**config.mk**
```make
export PLATFORM = sky130hd
export DESIGN_NAME = fetch_stage
export DESIGN_NICKNAME = d
export VERILOG_FILES = /design/src/rtl/fetch_stage.sv
export SDC_FILE = /design/constraint.sdc
export NUM_CORES = 1
export LEC_CHECK = 0
export CAP_MARGIN = 40
export CORE_UTILIZATION = 45
export CTS_BUF_LIST = sky130_fd_sc_hd__clkbuf_8
export DETAILED_ROUTE_END_ITERATION = 6
export PLACE_DENSITY = 0.67
export SLEW_MARGIN = 5
export SYNTH_ARGS = -nofsm -noshare
export SYNTH_HDL_FRONTEND = slang
export SYNTH_SLANG_ARGS = --single-unit
```
**constraint.sdc**
```tcl
create_clock -name clk -period 2.6 [get_ports clk]
set_input_delay 0.52 -clock clk [delete_from_list [all_inputs] [get_ports clk]]
set_output_delay 0.52 -clock clk [all_outputs]
set_load 0.01 [all_outputs]
```
**src/rtl/fetch_stage.sv**
```systemverilog
// Instruction fetch stage: drives a single-outstanding-request instruction memory
// port and presents registered IR/PC/PC_PLUS4/VALID to decode, with a skid slot for stalls.
module fetch_stage #(
  parameter logic [31:0] RESET_VEC = 32'h0000_0000,
  parameter logic [31:0] NOP_IR    = 32'h0000_0013
) (
  input  logic        clk,
  input  logic        rst_n,
  input  logic        stall,
  input  logic        flush,
  input  logic        br_taken,
  input  logic [31:0] br_target,
  output logic        imem_req,
  output logic [31:0] imem_addr,
  input  logic        imem_ack,
  input  logic [31:0] imem_rdata,
  output logic [31:0] ir,
  output logic [31:0] pc,
  output logic [31:0] pc_plus4,
  output logic        valid
);

  typedef enum logic [1:0] {IDLE, FETCH, HOLD, DRAIN} state_t;

  state_t      state, state_nxt;
  logic [31:0] fetch_pc, fetch_pc_nxt;
  logic [31:0] pend_pc, pend_pc_nxt;
  logic [31:0] skid_ir, skid_ir_nxt;
  logic [31:0] skid_pc, skid_pc_nxt;
  logic        load_fetch, load_skid;
  logic [31:0] target;

  assign target    = {br_target[31:2], 2'b00};
  assign imem_addr = fetch_pc;

  // NOTE: every variable driven here gets a default first so no path can infer a latch.
  always_comb begin
    state_nxt    = state;
    fetch_pc_nxt = fetch_pc;
    pend_pc_nxt  = pend_pc;
    skid_ir_nxt  = skid_ir;
    skid_pc_nxt  = skid_pc;
    load_fetch   = 1'b0;
    load_skid    = 1'b0;
    imem_req     = 1'b0;
    unique case (state)
      IDLE: state_nxt = FETCH;
      FETCH: begin
        imem_req = 1'b1;
        if (imem_ack) begin
          if (br_taken) begin
            fetch_pc_nxt = target;
          end else begin
            fetch_pc_nxt = fetch_pc + 32'd4;
            if (stall) begin
              skid_ir_nxt = imem_rdata;
              skid_pc_nxt = fetch_pc;
              state_nxt   = HOLD;
            end else begin
              load_fetch = 1'b1;
            end
          end
        end else if (br_taken) begin
          // Request already issued to the old address: let it complete, then redirect.
          pend_pc_nxt = target;
          state_nxt   = DRAIN;
        end
      end
      HOLD: begin
        if (br_taken) begin
          fetch_pc_nxt = target;
          state_nxt    = FETCH;
        end else if (!stall) begin
          load_skid = 1'b1;
          state_nxt = FETCH;
        end
      end
      DRAIN: begin
        imem_req = 1'b1;
        if (imem_ack) begin
          fetch_pc_nxt = br_taken ? target : pend_pc;
          state_nxt    = FETCH;
        end else if (br_taken) begin
          pend_pc_nxt = target;
        end
      end
      default: state_nxt = IDLE;
    endcase
  end

  // NOTE: sequential state uses non-blocking assignments so all registers update together.
  always_ff @(posedge clk or negedge rst_n) begin
    if (!rst_n) begin
      state    <= IDLE;
      fetch_pc <= RESET_VEC;
      pend_pc  <= '0;
      skid_ir  <= '0;
      skid_pc  <= '0;
    end else begin
      state    <= state_nxt;
      fetch_pc <= fetch_pc_nxt;
      pend_pc  <= pend_pc_nxt;
      skid_ir  <= skid_ir_nxt;
      skid_pc  <= skid_pc_nxt;
    end
  end

  // Decode-facing registers: kill beats hold, hold beats load; PC/PC_PLUS4 persist across bubbles.
  always_ff @(posedge clk or negedge rst_n) begin
    if (!rst_n) begin
      ir       <= NOP_IR;
      pc       <= '0;
      pc_plus4 <= '0;
      valid    <= 1'b0;
    end else if (flush || br_taken) begin
      ir    <= NOP_IR;
      valid <= 1'b0;
    end else if (stall) begin
      ir    <= ir;
      valid <= valid;
    end else if (load_fetch) begin
      ir       <= imem_rdata;
      pc       <= fetch_pc;
      pc_plus4 <= fetch_pc + 32'd4;
      valid    <= 1'b1;
    end else if (load_skid) begin
      ir       <= skid_ir;
      pc       <= skid_pc;
      pc_plus4 <= skid_pc + 32'd4;
      valid    <= 1'b1;
    end else begin
      ir    <= NOP_IR;
      valid <= 1'b0;
    end
  end

endmodule
```
### Word level (Yosys, flattened, before mapping)

Cells that the tools add are included.
Widths: inputs -> output; s select.

* add/sub/neg operators: 2
* equality and inequality tests: 11
* muxes and demuxes: 32
* bitwise operators: 4
* reduce and logical (&&, ||, !) cells: 10

Operators by type and width (number)
* $mux 32: 13
* $pmux 32 s3: 1
* $add 32x3->32 const B: 2
* $mux 2: 7
* $ne 3x3->1 const B: 4
* $mux 1: 10
* $pmux 2 s4: 1
* $reduce_and 4->1: 2
* $ne 2x2->1 const B: 3
* $reduce_and 5->1: 1
* $eq 2x2->1 const B: 2
* $not 1->1: 4
* $reduce_and 3->1: 1
* $reduce_bool 3->1: 1
* $eq 2x1->1 const B: 1
* $logic_not 2->1: 1
* $ne 2x1->1 const B: 1
* $reduce_and 2->1: 1
* $reduce_bool 2->1: 1
* $reduce_or 2->1: 1
* $logic_or 1x1->1: 1

* register bits after elaboration: 227
* bits of input ports: 70
* word-level logic and storage cells: 68

### Depth between registers and ports, before layout

Gate-level depths: netlist (run 1).

* word-level depth: 7
* gate-level depth with buffers: 8

### Worst setup path after synthesis (run 1)

Ideal clock, no wire load.

* path kind: input-to-reg
* start: input port br_taken
* end: register pc_plus4[28]
* library setup time: 126 ps
* arrival time: 2006 ps
* required time: 2474 ps
* path slack: 468 ps
* cell stages on the path: 7
* cells stage by stage: buf_2 or2_1 or3_1 clkbuf_1 nand2_1 a21oi_1 a221o_1

* word-level cells in the longest chain between the ends: 5
* elaborated cells on any way between the ends: 9
* classes of those cells: mux: 5; bitwise: 1; reduce/logical: 3

RTL lines
* from (decl): RTL line 11 `input logic br_taken,`
* $mux 1: RTL line 51 `if (br_taken) begin`
* $mux 1: RTL line 50 `if (imem_ack) begin`
* $mux 1: RTL line 46 `unique case (state)`
* $reduce_bool 2->1 (no source line)
* $reduce_and 3->1 (no source line)
* to (signal assigned): RTL line 124 `pc_plus4 <= fetch_pc + 32'd4;`
* to (signal assigned): RTL line 129 `pc_plus4 <= skid_pc + 32'd4;`
* to (decl): RTL line 19 `output logic [31:0] pc_plus4,`

Several ways; a longest one is shown, not always the timed one.
A chain may end at the register's enable or synchronous reset.

### Worst setup path in the final report (run 1)

* start: register fetch_pc[2], in the netlist imem_addr[2]
* end: register pc_plus4[22]

* word-level cells in the longest chain between the ends: 2

RTL lines
* from (decl): RTL line 26 `logic [31:0] fetch_pc, fetch_pc_nxt;`
* from (signal assigned): RTL line 101 `fetch_pc <= fetch_pc_nxt;`
* $add 32x3->32: RTL line 124
* $mux 32: RTL line 121 `end else if (load_fetch) begin`

No other way between the ends.

==> out/results.ini, run 1 <==
[clock_tree]
htree_num_levels = 2
cts_tree = done
cts_resized = 0
cts_buffer_depth = 3
cts_buffers = 40
root_buffer = clkbuf_8
cts_setup_buffers = 0
cts_sinks = 225
cts_hold_buffers = 1
insertion_delay_ns = 0.55
clk_pin_slew_worst_paths_ns = 0.06

[floorplanning]
die_w_um = 161
rows = 57
io_pins = 200
start_util_pct = 46.4
coreArea_um2 = 24500
die_y_um = 161
dieArea_um2 = 25900

[setup_path]
critPathMaxStageDelay_ns = 0.57
cp_num_buf_inv = 0
required_ns = 3.02
cp_cell_sequence = ha_1, nand3_1, nor4_4, nand3_1, mux2i_1, a221o_1
crit_path_top_delay_cell = dfrtp_1
cp_top_family = simple AND/OR/NAND/NOR gates
cp-end-kind = register
critical_path.max_fanout = 9
crit_type = register to register
crit_arrival_ns = 2.78
worst_path_most_repeated_cell = nand3_1
cp-start-kind = register

[power_and_ir_drop]
p_total_mw = 11.9
leakagePower_nw = 6.24
power_density_nw_per_um2 = 804
peakVddDrop_mv = 0.490

[sta]
setup_viol = 0
clock_skew_ns = 0.0173
slew_viol_final = 0
slew_headroom_pct = 59.0
hold_violations = 0
tightest_slew_ns = 0.615
fmax_mhz = 424
fin_crit_ns = 2.36
tns_ns = 0
rsz0062_at_grt = false
period_share_pct = 90.7

[flow_run]
maxCapViolCount = 0

[logic_synthesis]
yosysSeqAreaShare_pct = 49.5
yosys_warnings = 0
synthFlopType = dfrtp_1
netlist_instances = 1151
synth_area_leaders = dfrtp_1 49%, mux2_2 8.2%, nand2_1 5.7%
syn_nets = 1223
avgSynthCellArea_um2 = 9.88
synth_cell_types = 65
ys_async_sr_fraction_pct = 100
synth-edff-count = 0
yosysTopAreaCellShare_pct = 48.9
netlist_area_um2 = 11400
yosys.area.top_type = dfrtp_1
ys_ff_latch = 225

[routing]
drt_iter0_markers = 703
wl_per_cell_um = 18.6
drt_first_pass_iters = 5
finalWirelength_um = 31900
viasPerCell = 5.58
ant_nets = 0
route.detailed.drc = 0
via_count = 9578

[cells_and_area]
final_nets = 1438
drive_gt1_share_pct = 16.1
diodes = 0
syn2layout_area_growth_pct = 30.1

[global_route]
grt_pass1_wl_um = 51100
grt_max_degree = 82
antenna_found_initial = 0
track_usage_pct = 25.0
gr-total-overflow = 0
grt_pass1_vias = 9263

[placed_design]
routabilityCongestion = 0.857
dp_hpwl_um = 23100
io_buffers = 197

[outcome]
status = completed

[hold_path]
hold_path.class = register to register

## sequential cells by signal, indices dropped and copies added, names as in the netlist
register,count
pend_pc,32
skid_pc,32
imem_addr,32
state,2
pc_plus4,30
pc,32
skid_ir,32
valid,1
ir,32
## Yosys cell counts (all sizes together), types with 5 or more instances
master / n
nand3: 27
buf: 41
dfrtp: 222
and4: 13
xnor2: 24
a22oi: 5
a21o: 9
nand4: 24
o21ai: 79
o22ai: 8
a211oi: 12
xor2: 16
a221o: 8
nor2: 74
and2: 9
a21oi: 40
clkbuf: 54
and3: 10
o21a: 5
or3: 7
a22o: 16
mux2i: 41
a2bb2oi: 9
mux2: 83
o31ai: 7
nand2: 172
inv: 19
a31oi: 39
nor3: 18
nor4: 7
## per-stage QoR
step | cell area (µm²) | hold WS (ns) | utilization (%) | worst slack (ns) | std cells
2_1_floorplan | 11400 | 0.224 | - | 0.468 | 1151
3_3_place_gp | 14000 | 0.459 | 57.1 | 0.121 | 1647
3_5_place_dp | 14000 | 0.463 | 57.1 | 0.105 | 1647
4_1_cts | 14800 | 0.465 | 60.3 | 0.276 | 1716
5_1_grt | 14800 | 0.501 | 60.3 | 0.0808 | 1716
6_report | 14800 | 0.474 | 60.3 | 0.242 | 1716
## cells in the final DEF, fill, tap and decap left out, types with 13 or more instances in the layout
cell and instances:
a21oi_1 39, a22o_1 16, a31oi_1 39, and4_1 13, buf_4 61, clkbuf_8 51
clkdlybuf4s50_1 195, dfrtp_1 222, inv_1 33, mux2_2 83, mux2i_1 41, nand2_1 172
nand3_1 26, nand4_1 22, nor2_1 74, nor3_1 16, o21ai_0 78, xnor2_1 24
xor2_1 16
## final timing paths
| kind | to | depth (start not counted) | startpoint | slack [ns] |
|---|---|---|---|---|
| min in group asynchronous | ir[26] | 2 | rst_n | 0.56 |
| hold reg to reg | valid | 2 | valid | 0.47 |
| setup reg to reg | pc_plus4[22] | 6 | imem_addr[2] | 0.24 |
| max in group asynchronous | ir[1] | 3 | rst_n | 1.28 |
| setup / recovery | pc_plus4[22] | 6 | imem_addr[2] | 0.24 |
| hold / removal | valid | 2 | valid | 0.47 |
## worst register-to-register path: stages, from the launching register on
cell and delay, ns:
dfrtp_1 0.57, ha_1 0.30, nand3_1 0.19, nor4_4 0.48
nand3_1 0.26, mux2i_1 0.18, a221o_1 0.27
## cell families after synthesis
logic type,Yosys count,share of synthesized area [%]
and+or+nand+nor,380,15.9
AOI/OAI and AO/OA,266,15.2
DFF,225,49.5
muxes,124,11.8
buffers and inverters,114,4.26
xor gates and xnor gates,40,3.08
adders and majority gates,2,0.220
## layer usage
metal  up-vias  wire length [µm]  GRT usage [%]
li1       4575                 -              -
met1      4623             14600           35.7
met2       322             14300           38.4
met3        58              2210           5.03
met4         0               704           7.29
met5         -                 0              0
## final cells by class
class	count	area, µm²
multi-input cells	812	5290
clock buffers	51	702
clock inverters	17	72.6
fillers	2142	9740
inverters	19	71.3
well taps	324	405
flip-flops and latches	225	5630
repair buffers	268	2620
## power by group
part / internal [mW] / switching [mW]
sequential: 4.36 / 0.809
clock: 1.75 / 1.43
combinational: 1.93 / 1.62
No activity file was read; power rests on OpenSTA's default activity.
==> run 2: changes to the inputs <==
- GPL_ROUTABILITY_DRIVEN: not set -> 0
==> results of run 2 <==
No change in the layout: final DEF, timing and power equal those of run 1.
==> run 3: changes to the inputs <==
- CAP_MARGIN: 40 -> 25
==> results of run 3 <==
No change in the layout: final DEF, timing and power equal those of run 1.
